## src/rtl/fetch_buffer.sv

```systemverilog
// Instruction fetch buffer: issues sequential reads to instruction memory under
// a credit limit and queues returning words with their PCs for decode.
module fetch_buffer #(
    parameter int                AWIDTH         = 32,
    parameter int                DWIDTH         = 32,
    parameter logic [AWIDTH-1:0] IMEM_BASE_ADDR = 32'h01000000,
    parameter int                DEPTH          = 4
) (
    input  logic                       clk,
    input  logic                       rst,
    output logic [AWIDTH-1:0]          imem_addr_o,
    output logic                       imem_read_en_o,
    input  logic [DWIDTH-1:0]          imem_rdata_i,
    input  logic                       redirect_i,
    input  logic [AWIDTH-1:0]          redirect_pc_i,
    output logic                       insn_valid_o,
    input  logic                       insn_ready_i,
    output logic [DWIDTH-1:0]          insn_o,
    output logic [AWIDTH-1:0]          pc_o,
    output logic [$clog2(DEPTH+1)-1:0] count_o
);

    localparam int PW = (DEPTH > 1) ? $clog2(DEPTH) : 1;
    localparam int CW = $clog2(DEPTH+1);

    logic [AWIDTH-1:0] fpc_q, fpc_d;
    logic              inflight_q, inflight_d;
    logic [AWIDTH-1:0] req_pc_q, req_pc_d;
    logic [PW-1:0]     wr_ptr_q, wr_ptr_d;
    logic [PW-1:0]     rd_ptr_q, rd_ptr_d;
    logic [CW-1:0]     count_q, count_d;

    logic [DWIDTH-1:0] data_mem [DEPTH];
    logic [AWIDTH-1:0] pc_mem   [DEPTH];

    logic [CW:0]       credit_used;
    logic              req;
    logic              push;
    logic              pop;

    // Credit check and per-cycle event decode; redirect and reset kill everything.
    always_comb begin
        credit_used = {1'b0, count_q} + (CW+1)'(inflight_q);
        req         = rst && !redirect_i && (credit_used < (CW+1)'(DEPTH));
        push        = rst && !redirect_i && inflight_q;
        pop         = rst && !redirect_i && (count_q != '0) && insn_ready_i;
    end

    // Next-state for fetch PC, in-flight tracking and queue pointers.
    always_comb begin
        // NOTE: every variable gets a default first so no path leaves it unassigned (no latch).
        fpc_d      = fpc_q;
        inflight_d = req;
        req_pc_d   = req_pc_q;
        wr_ptr_d   = wr_ptr_q;
        rd_ptr_d   = rd_ptr_q;
        count_d    = count_q;
        if (redirect_i) begin
            fpc_d      = {redirect_pc_i[AWIDTH-1:2], 2'b00};
            inflight_d = 1'b0;
            wr_ptr_d   = '0;
            rd_ptr_d   = '0;
            count_d    = '0;
        end else begin
            if (req) begin
                fpc_d    = fpc_q + AWIDTH'(4);
                req_pc_d = fpc_q;
            end
            if (push) wr_ptr_d = wr_ptr_q + PW'(1);
            if (pop)  rd_ptr_d = rd_ptr_q + PW'(1);
            case ({push, pop})
                2'b10:   count_d = count_q + CW'(1);
                2'b01:   count_d = count_q - CW'(1);
                default: count_d = count_q;
            endcase
        end
    end

    // Control state registers with synchronous active-low reset.
    always_ff @(posedge clk) begin
        // NOTE: sequential state uses non-blocking assignments so all registers update together.
        if (!rst) begin
            fpc_q      <= IMEM_BASE_ADDR;
            inflight_q <= 1'b0;
            req_pc_q   <= IMEM_BASE_ADDR;
            wr_ptr_q   <= '0;
            rd_ptr_q   <= '0;
            count_q    <= '0;
        end else begin
            fpc_q      <= fpc_d;
            inflight_q <= inflight_d;
            req_pc_q   <= req_pc_d;
            wr_ptr_q   <= wr_ptr_d;
            rd_ptr_q   <= rd_ptr_d;
            count_q    <= count_d;
        end
    end

    // Queue storage: write returning word and its request PC at the tail.
    always_ff @(posedge clk) begin
        // NOTE: storage is not reset; outputs are masked by count_q so stale contents never leak.
        if (push) begin
            data_mem[wr_ptr_q] <= imem_rdata_i;
            pc_mem[wr_ptr_q]   <= req_pc_q;
        end
    end

    assign imem_addr_o    = fpc_q;
    assign imem_read_en_o = req;
    assign insn_valid_o   = (count_q != '0);
    assign insn_o         = insn_valid_o ? data_mem[rd_ptr_q] : '0;
    assign pc_o           = insn_valid_o ? pc_mem[rd_ptr_q]   : '0;
    assign count_o        = count_q;

    no_overflow_a: assert property (@(posedge clk) disable iff (!rst)
        !(push && (count_q == CW'(DEPTH))));

endmodule
```

## config.mk

```make
export PLATFORM = sky130hd
export DESIGN_NAME = fetch_buffer
export DESIGN_NICKNAME = d
export VERILOG_FILES = /design/src/rtl/fetch_buffer.sv
export SDC_FILE = /design/constraint.sdc
export NUM_CORES = 1
export LEC_CHECK = 0
export BUFFER_PORTS_ARGS = -buffer_cell sky130_fd_sc_hd__buf_2
export CORE_ASPECT_RATIO = 0.8
export CORE_MARGIN = 10
export CORE_UTILIZATION = 57
export DETAILED_ROUTE_END_ITERATION = 8
export PLACE_DENSITY = 0.79
export SLEW_MARGIN = 20
export SYNTH_ARGS = -nofsm -noshare
export SYNTH_HDL_FRONTEND = slang
export SYNTH_SLANG_ARGS = --single-unit
export TNS_END_PERCENT = 100
```

## constraint.sdc

```tcl
create_clock -name clk -period 3.25 [get_ports clk]
set_input_delay 0.325 -clock clk [delete_from_list [all_inputs] [get_ports clk]]
set_output_delay 0.325 -clock clk [all_outputs]
set_load 0.01 [all_outputs]
```

==> results of run 1 <==
-- final timing paths --
kind	end	cells after the start	startpoint
max	insn_o[11]	4	register
min	imem_addr_o[25]$_SDFFE_PN0P_	3	redirect_pc_i[25]
max reg2reg	imem_addr_o[21]$_SDFFE_PN0P_	5	imem_addr_o[7]$_SDFFE_PN0P_
min reg2reg	req_pc_q[27]$_SDFFE_PN0P_	2	req_pc_q[27]$_SDFFE_PN0P_
-- cell type report --
| class | instances | area (µm²) |
|---|---|---|
| sequential | 318 | 8860 |
| clock buffer | 32 | 779 |
| tap | 300 | 375 |
| multi-input combinational | 434 | 3560 |
| inverter | 15 | 56.3 |
| fill | 1469 | 6440 |
| timing repair buffer | 210 | 1330 |
| clock inverter | 25 | 330 |
-- worst max-delay path, stage by stage (launching register included) --
cell	delay, ns
dfxtp_4	0.66
buf_4	0.33
mux4_2	0.56
and2_1	0.17
buf_2	0.13
-- sequential cells by signal, summed over array words and instances, names as in the netlist, named ones only --
name / flops
data_mem: 128
pc_mem: 120
imem_addr_o: 30
req_pc_q: 30
count_o: 3
rd_ptr_q: 2
wr_ptr_q: 2
inflight_q: 1
-- kinds of logic after synthesis --
| group | synth area share (%) |
|---|---|
| XOR/XNOR | 0.622 |
| adder cells (fa/ha/maj) | 0.751 |
| multiplexers | 11.8 |
| AO/OA/AOI/OAI | 4.34 |
| other | 0.0296 |
| AND/OR/NAND/NOR | 10.4 |
| flip-flops | 69.9 |
| buffers and inverters | 2.26 |
-- cell usage after synthesis (3+ instances only) --
library cell,number,share of area [%]
nor4_1,4,0.20
mux2_2,6,0.53
mux2i_1,3,0.24
xor2_1,4,0.28
buf_4,6,0.36
nand3_1,19,0.75
nand2_1,96,2.8
nor3_1,6,0.24
o22ai_1,3,0.15
inv_1,15,0.44
a21oi_1,50,2.0
and2_1,67,3.3
dfxtp_1,70,11
mux4_2,62,11
o311ai_0,3,0.21
and4_1,3,0.21
nand4_1,9,0.44
ha_1,6,0.59
and3_1,12,0.59
nor2_1,19,0.56
or3_1,4,0.20
buf_2,10,0.40
xnor2_1,5,0.35
o21ai_0,7,0.28
clkbuf_1,33,0.98
a31oi_1,8,0.40
a22oi_1,3,0.18
edfxtp_1,248,59
buf_1,3,0.089
-- where the power goes --
part	internal, mW	switching [mW]
sequential	4.41	0.0648
clock	2.37	1.47
combinational	0.131	0.168
total	6.91	1.70
-- layer usage --
layer  wire [µm]  part of all wire [%]  track usage, %
met5           0                     0               0
met4         399                   1.4            3.60
met3        2340                   8.5            5.05
met2       12500                    45            29.4
met1       12400                    45            27.3
-- through the flow --
step	hold slack (ns)	util [%]	instance area [µm²]	cells	setup slack, ns
6_report	0.0150	70.4	15300	1334	0.508
5_1_grt	0.00508	70.4	15300	1334	0.333
4_1_cts	0.000652	70.4	15300	1334	0.425
3_5_place_dp	0.488	63.9	13900	1247	0.526
3_3_place_gp	0.481	63.9	13900	1247	0.577
2_1_floorplan	0.424	-	12700	819	0.379
==> run_results.csv, run 1 <==
group,metric,value,unit
placed_design,hpwlAfterDp,17200,µm
clock_tree,cts_buffers,31,
route,antenna_left,0,
timing,worst_pin_slew,0.832,ns
placed_design,port_buffers,162,
timing,slew_headroom,44.1,%
global_routing,track_usage,19.2,%
critical_path,critPathKind,"reg2out",
route,num_vias,7609,
clock_tree,cts_buffer_depth,3,
layout,diodes,0,
clock_tree,htreeDepth,1,
route,routed_wl,27600,µm
floorplanning,std_cell_rows,48,
power,irDropWorstVdd,0.349,mV
logic_synthesis,syn_area_per_cell,15.5,µm²
route,drtPass1Iterations,5,
global_routing,grt_antenna_before_repair,0,
critical_path,start_kind,"register",
global_routing,grt_max_degree,64,
critical_path,crit_arrival,2.42,ns
logic_synthesis,synth_seq_cells,318,
placed_design,place_congestion,0.864,
power,power.total,8.62,mW
clock_tree,clk_latency,0.55,ns
power,leakage,5.59,nW
layout,area_growth,20.8,%
clock_tree,clk_pin_slew_worst_paths,0.07,ns
layout,mostFrequentLayoutCells,"edfxtp_1, buf_2, nand2_1",
logic_synthesis,syn_area,12700,µm²
timing,slew_viol_final,0,
floorplanning,pin_count,169,
logic_synthesis,yosysUniqueCellTypes,56,
timing,period_needed,2.74,ns
floorplanning,die_x,187,µm
layout,nets,1085,
clock_tree,cts_sinks,318,
timing,fin_setup_tns,0,ns
clock_tree,cts_hold_buffers,30,
clock_tree,cts_setup_buffers,0,
logic_synthesis,synth_edf_count,248,
logic_synthesis,syn-instance-count,816,
power,p_per_area,563,nW/µm²
timing,skew,0.0213,ns
critical_path,endpoint_kind,"output pin",
logic_synthesis,synth_ff_type,"edfxtp_1",
global_routing,overflow,0,
logic_synthesis,yosysSeqAreaShare,69.9,%
floorplanning,start_util,58.3,%
timing,post-route-period-util,84.4,%
critical_path,critPathMaxFanout,23,
route,vias_per_cell,5.70,
layout,layout_commonest_cell,"edfxtp_1",
timing,finalSetupViolations,0,
timing,rsz0062_at_grt,"false",
timing,fmax,0.365,GHz
floorplanning,dieArea,28600,µm²
flow_run,cap_violations,0,
global_routing,grt_first_pass_wirelength,44500,µm
floorplanning,core,21700,µm²
route,drt_first_iter_violations,579,
logic_synthesis,ys_async_sr_fraction,0,%
hold_path,hold_class,"in2reg",
clock_tree,cts_resized,0,
logic_synthesis,yosys_warnings,0,
critical_path,rrSetupSlack,0.94,ns
global_routing,grt_pass1_vias,7814,
critical_path,required,2.92,ns
floorplanning,chipHeight,153,µm
status,status,"complete, no violations",
clock_tree,cts_root_buf,"clkbuf_16",
clock_tree,cts_tree,"done",
layout,layout-drive-gt1-share,30.1,%
route,routedWlPerCell,20.7,µm
timing,hold_violations,0,
route,post-route-drc-count,0,
(Power assumes the default switching activity.)
==> run 2: changes to the inputs <==
- CORE_UTILIZATION: 57 -> 52
- PLACE_DENSITY: 0.79 -> 0.76
- clock period: 3.25 -> 2.45 ns (I/O delays scaled with it)
==> run 2 against run 1 <==
Against the previous run:
- cell count rose by 3.7%
- worst setup slack got worse by 0.39 ns
- register-to-register slack got worse by 0.71 ns
- final area rose by 2.6%
- largest power group unchanged
- combinational power rose by 47%
- non-clock buffer count rose by 27
==> run_results.csv, run 2 (synthesis gave the netlist of run 1 again) <==
group,metric,value,unit
global_routing,grt_antenna_before_repair,0,
placed_design,port_buffers,162,
layout,area_growth,23.9,%
critical_path,slowest_stage,"mux4_2",
global_routing,grt_first_pass_wirelength,45200,µm
route,top_layer,"met4",
clock_tree,cts_tree,"done",
timing,fmax,0.429,GHz
critical_path,critPathMaxFanout,43,
floorplanning,pin_count,169,
clock_tree,htreeDepth,2,
clock_tree,cts_root_buf,"clkbuf_16",
critical_path,reg2reg_depth,8,
power,p_per_area,742,nW/µm²
layout,diodes,0,
critical_path,crit_arrival,2.09,ns
floorplanning,std_cell_rows,51,
floorplanning,die_x,195,µm
global_routing,overflow,0,
critical_path,required,2.20,ns
timing,skew,0.0156,ns
placed_design,place_congestion,0.913,
clock_tree,clk_latency,0.50,ns
global_routing,grt_pass1_vias,7992,
route,vias_per_cell,5.62,
critical_path,endpoint_kind,"output pin",
timing,finalSetupViolations,0,
clock_tree,cts_buffer_depth,3,
timing,slew_headroom,57.3,%
route,drtPass1Iterations,5,
timing,worst_pin_slew,0.638,ns
critical_path,cp_num_buf_inv,2,
route,drt_first_iter_violations,754,
route,post-route-drc-count,0,
route,num_vias,7774,
critical_path,worst_path_dominant_cell_family,"multiplexers",
route,antenna_left,0,
layout,largest_reg_flops,128,
critical_path,timing.rr.start,"count_o[2]$_SDFFE_PP0P_",
layout,layout_commonest_cell,"edfxtp_1",
global_routing,grt_max_degree,64,
layout,top_regs,"data_mem (128), pc_mem (120)",
floorplanning,start_util,52.4,%
clock_tree,cts_sinks,318,
route,wl_met2,13100,µm
flow_run,cap_violations,0,
layout,mostFrequentLayoutCells,"edfxtp_1, buf_2, nand2_1",
floorplanning,chipHeight,160,µm
power,power.total,11.7,mW
route,wl_met3,2310,µm
clock_tree,clk_pin_slew_worst_paths,0.06,ns
layout,nets,1115,
floorplanning,dieArea,31000,µm²
critical_path,critPathKind,"reg2out",
critical_path,start_kind,"register",
critical_path,crit_chain,"buf_16 > mux4_2 > and2_4 > buf_2",
layout,layout-drive-gt1-share,31.4,%
power,irDropWorstVdd,0.496,mV
placed_design,hpwlAfterDp,17600,µm
timing,slew_viol_final,0,
timing,hold_violations,0,
global_routing,track_usage,18.2,%
critical_path,reg2reg_to,"count_o[2]$_SDFFE_PP0P_",
layout,regMostFlops,"data_mem",
timing,period_needed,2.33,ns
hold_path,min_from,"redirect_pc_i[7]",
timing,final.setup.worst_slack,0.118,ns
critical_path,rrSetupSlack,0.23,ns
hold_path,hold_class,"in2reg",
placed_design,dp_slack,0.279,ns
route,routed_wl,28700,µm
critical_path,cpPeakStageDelay,0.59,ns
route,wl_met1,12800,µm
hold_path,min_to,"imem_addr_o[7]$_SDFFE_PN0P_",
clock_tree,cts_buffers,34,
timing,holdWs,0.0244,ns
timing,post-route-period-util,95.2,%
status,status,"complete, no violations",
floorplanning,core,24200,µm²
route,routedWlPerCell,20.7,µm
hold_path,min_path_cells,3,
power,leakage,5.77,nW
run 2: cell types whose count changed in the layout (fill, tap and decap cells not counted), moves of 3 or more:
cell,previous run,this run
clkbuf_16,31,37
bufinv_16,8,4
dlygate4sd3_1,30,45
clkinvlp_4,4,7
buf_4,11,17
buf_6,0,3
clkinv_1,7,3
run 2: how the worst max path moves through the flow:
stage                from                      end  slack, ns  cells past startpoint
2_1_floorplan  redirect_i  count_o[2]$_SDFFE_PP0P_       0.18                     10
3_3_place_gp   redirect_i  count_o[2]$_SDFFE_PP0P_       0.33                      9
3_5_place_dp   redirect_i  count_o[2]$_SDFFE_PP0P_       0.28                      9
4_1_cts          register                 pc_o[16]      0.004                      4
5_1_grt          register                insn_o[3]     -0.002                      4
6_report         register                insn_o[5]       0.12                      4
run 2: what timing repair did:
item	CTS	global route
setup buffers	0	1
resized for setup	0	5
setup endpoints to repair	0	52
hold endpoints to repair	141	0
hold buffers	45	0
run 2: worst register-to-register path, stage by stage, from the launching register on:
cell	delay [ns]
dfxtp_1	0.46
or3_2	0.20
and3_1	0.22
ha_1	0.21
inv_1	0.06
fa_1	0.38
xor2_1	0.17
or3_1	0.31
a21oi_1	0.14
run 2: area by class of cell:
class	instances	area, µm²
sequential	318	8860
fill	1699	8480
multi-input combinational	434	3570
clock buffer	39	953
inverter	15	56.3
clock inverter	23	236
tap	318	398
timing repair buffer	237	1630
run 2: through the flow:
stage | TNS [ns] | area, µm² | cells | util (%)
6_report | 0 | 15700 | 1384 | 64.9
5_1_grt | -0.00250 | 15700 | 1384 | 64.9
4_1_cts | 0 | 15700 | 1383 | 64.8
3_5_place_dp | 0 | 14000 | 1276 | 58.0
3_3_place_gp | 0 | 14000 | 1276 | 58.0
2_1_floorplan | 0 | 12700 | 819 | -
run 2: routing by layer:
| layer | vias up | GRT usage (%) |
|---|---|---|
| li1 | 3564 | - |
| met1 | 3818 | 25.3 |
| met5 | - | 0 |
| met2 | 344 | 28.0 |
| met4 | 0 | 4.68 |
| met3 | 48 | 4.65 |
run 2: power breakdown:
part,internal (mW),leakage (nW),switching (mW)
sequential,5.85,2.99,0.0779
combinational,0.200,2.21,0.239
clock,3.23,0.569,2.05
total,9.29,5.77,2.37
==> run 3: changes to the inputs <==
--- a/constraint.sdc
+++ b/constraint.sdc
@@ -3,2 +3,2 @@
 set_output_delay 0.245 -clock clk [all_outputs]
-set_load 0.01 [all_outputs]
+set_load 0.05 [all_outputs]
==> run 3 against run 2 <==
Against the previous run:
- core utilization is 0.25 points higher
- sequential power hardly changed
- sequential cell count unchanged
- fmax is 3.6% lower
- clock power fell by 7.6%
- first-iteration DRC count fell by 9.9%
- largest power group unchanged
==> run_results.csv, run 3 (synthesis gave the netlist of run 1 again) <==
group,metric,value,unit
status,status,"complete, no violations",
placed_design,place_congestion,0.870,
timing,skew,0.0340,ns
route,routed_wl,29200,µm
timing,post-route-period-util,98.7,%
clock_tree,htreeDepth,1,
layout,largest_reg_flops,128,
flow_run,cap_violations,0,
clock_tree,cts_buffers,31,
floorplanning,core,24200,µm²
floorplanning,dieArea,31000,µm²
timing,worst_pin_slew,0.730,ns
placed_design,hpwlAfterDp,19100,µm
clock_tree,cts_tree,"done",
layout,layout-drive-gt1-share,31.1,%
global_routing,overflow,0,
global_routing,track_usage,18.5,%
floorplanning,std_cell_rows,51,
floorplanning,die_x,195,µm
critical_path,endpoint_kind,"output pin",
power,leakage,5.79,nW
global_routing,grt_antenna_before_repair,0,
layout,layout_commonest_cell,"edfxtp_1",
placed_design,port_buffers,162,
layout,top_regs,"data_mem (128), pc_mem (120)",
layout,nets,1128,
timing,period_needed,2.42,ns
clock_tree,clk_latency,0.57,ns
critical_path,critPathMaxFanout,6,
timing,final.setup.worst_slack,0.0309,ns
layout,area_growth,24.4,%
route,antenna_left,0,
global_routing,grt_first_pass_wirelength,46600,µm
hold_path,min_to,"imem_addr_o[2]$_SDFFE_PN0P_",
critical_path,timing.rr.start,"imem_addr_o[5]$_SDFFE_PN0P_",
hold_path,min_path_cells,3,
hold_path,min_from,"redirect_pc_i[2]",
placed_design,dpl_cell_area,14100,µm²
power,p_per_area,723,nW/µm²
power,irDropWorstVdd,0.542,mV
clock_tree,cts_root_buf,"clkbuf_16",
timing,slew_headroom,51.1,%
timing,fmax,0.413,GHz
clock_tree,cts_sinks,318,
clock_tree,cts_buffer_depth,3,
timing,holdWs,0.0136,ns
placed_design,dp_slack,0.269,ns
route,post-route-drc-count,0,
route,drtPass1Iterations,5,
critical_path,reg2reg_to,"imem_addr_o[29]$_SDFFE_PN0P_",
critical_path,reg2reg_depth,5,
route,vias_per_cell,5.62,
timing,finalSetupViolations,0,
critical_path,start_kind,"register",
floorplanning,chipHeight,160,µm
critical_path,required,2.20,ns
layout,regMostFlops,"data_mem",
route,drt_first_iter_violations,679,
critical_path,rrSetupSlack,0.27,ns
layout,fin_util,65.2,%
critical_path,critPathKind,"reg2out",
global_routing,grt_max_degree,64,
critical_path,crit_arrival,2.17,ns
floorplanning,start_util,52.4,%
timing,hold_violations,0,
clock_tree,clk_pin_slew_worst_paths,0.06,ns
floorplanning,pin_count,169,
global_routing,grt_pass1_vias,8078,
layout,final_cell_area,15800,µm²
layout,mostFrequentLayoutCells,"edfxtp_1, buf_2, nand2_1",
layout,diodes,0,
route,routedWlPerCell,20.9,µm
timing,rsz0062_at_grt,"true",
timing,slew_viol_final,0,
hold_path,hold_class,"in2reg",
route,num_vias,7840,
-- run 3: changes by cell type in the layout (fill, tap and decap cells not counted), moves of 5 or more --
cell           previous run  this run
dlygate4sd3_1            45        54
buf_4                    17        23
buf_12                    9        14
clkbuf_1                  0         5
dfxtp_2                   0         5
-- run 3: worst max path at each step --
stage / slack [ns] / depth (start not counted) / end / start
6_report: 0.03 / 4 / pc_o[16] / register
5_1_grt: -0.04 / 4 / pc_o[26] / register
4_1_cts: 0.001 / 4 / pc_o[16] / register
3_5_place_dp: 0.27 / 9 / count_o[2]$_SDFFE_PP0P_ / rst
3_3_place_gp: 0.30 / 9 / count_o[2]$_SDFFE_PP0P_ / redirect_i
2_1_floorplan: 0.1 / 9 / count_o[2]$_SDFFE_PP0P_ / count_o[0]$_SDFFE_PP0P_
-- run 3: area by class of cell --
type | count | area, µm²
timing repair buffer | 253 | 1810
clock buffer | 38 | 845
clock inverter | 19 | 220
sequential | 318 | 8860
tap | 318 | 398
multi-input combinational | 434 | 3560
inverter | 15 | 60.1
fill | 1651 | 8420
-- run 3: where the power goes --
group          internal, mW  total [mW]  switching [mW]
Clock                  2.89        4.88            1.99
Combinational         0.217       0.586           0.370
Sequential             5.85        5.93          0.0799
-- run 3: worst max-delay path, cell delays in order, from the launching register on --
cell     delay, ns
dfxtp_4       0.42
buf_4         0.19
mux4_2        0.54
and2_1        0.23
buf_2         0.23
-- run 3: through the flow --
step / power [mW] / TNS (ns) / instances
4_1_cts: 11.5 / 0 / 1395
3_3_place_gp: 6.54 / 0 / 1281
5_1_grt: 11.7 / -0.466 / 1395
3_5_place_dp: 6.56 / 0 / 1281
2_1_floorplan: 6.35 / 0 / 819
6_report: 11.4 / 0 / 1395
-- run 3: layer usage --
metal | global-route usage (%) | vias to the layer above | wire [µm]
li1 | - | 3582 | -
met2 | 28.7 | 325 | 13600
met5 | 0 | - | 0
met4 | 4.40 | 0 | 603
met3 | 4.29 | 52 | 2290
met1 | 25.9 | 3881 | 12700
-- run 3: repair_timing --
item	4_1_cts	5_1_grt
gates resized for setup	2	4
hold buffers	54	0
setup buffers	3	0
setup endpoints to repair	62	28
hold endpoints to repair	150	0
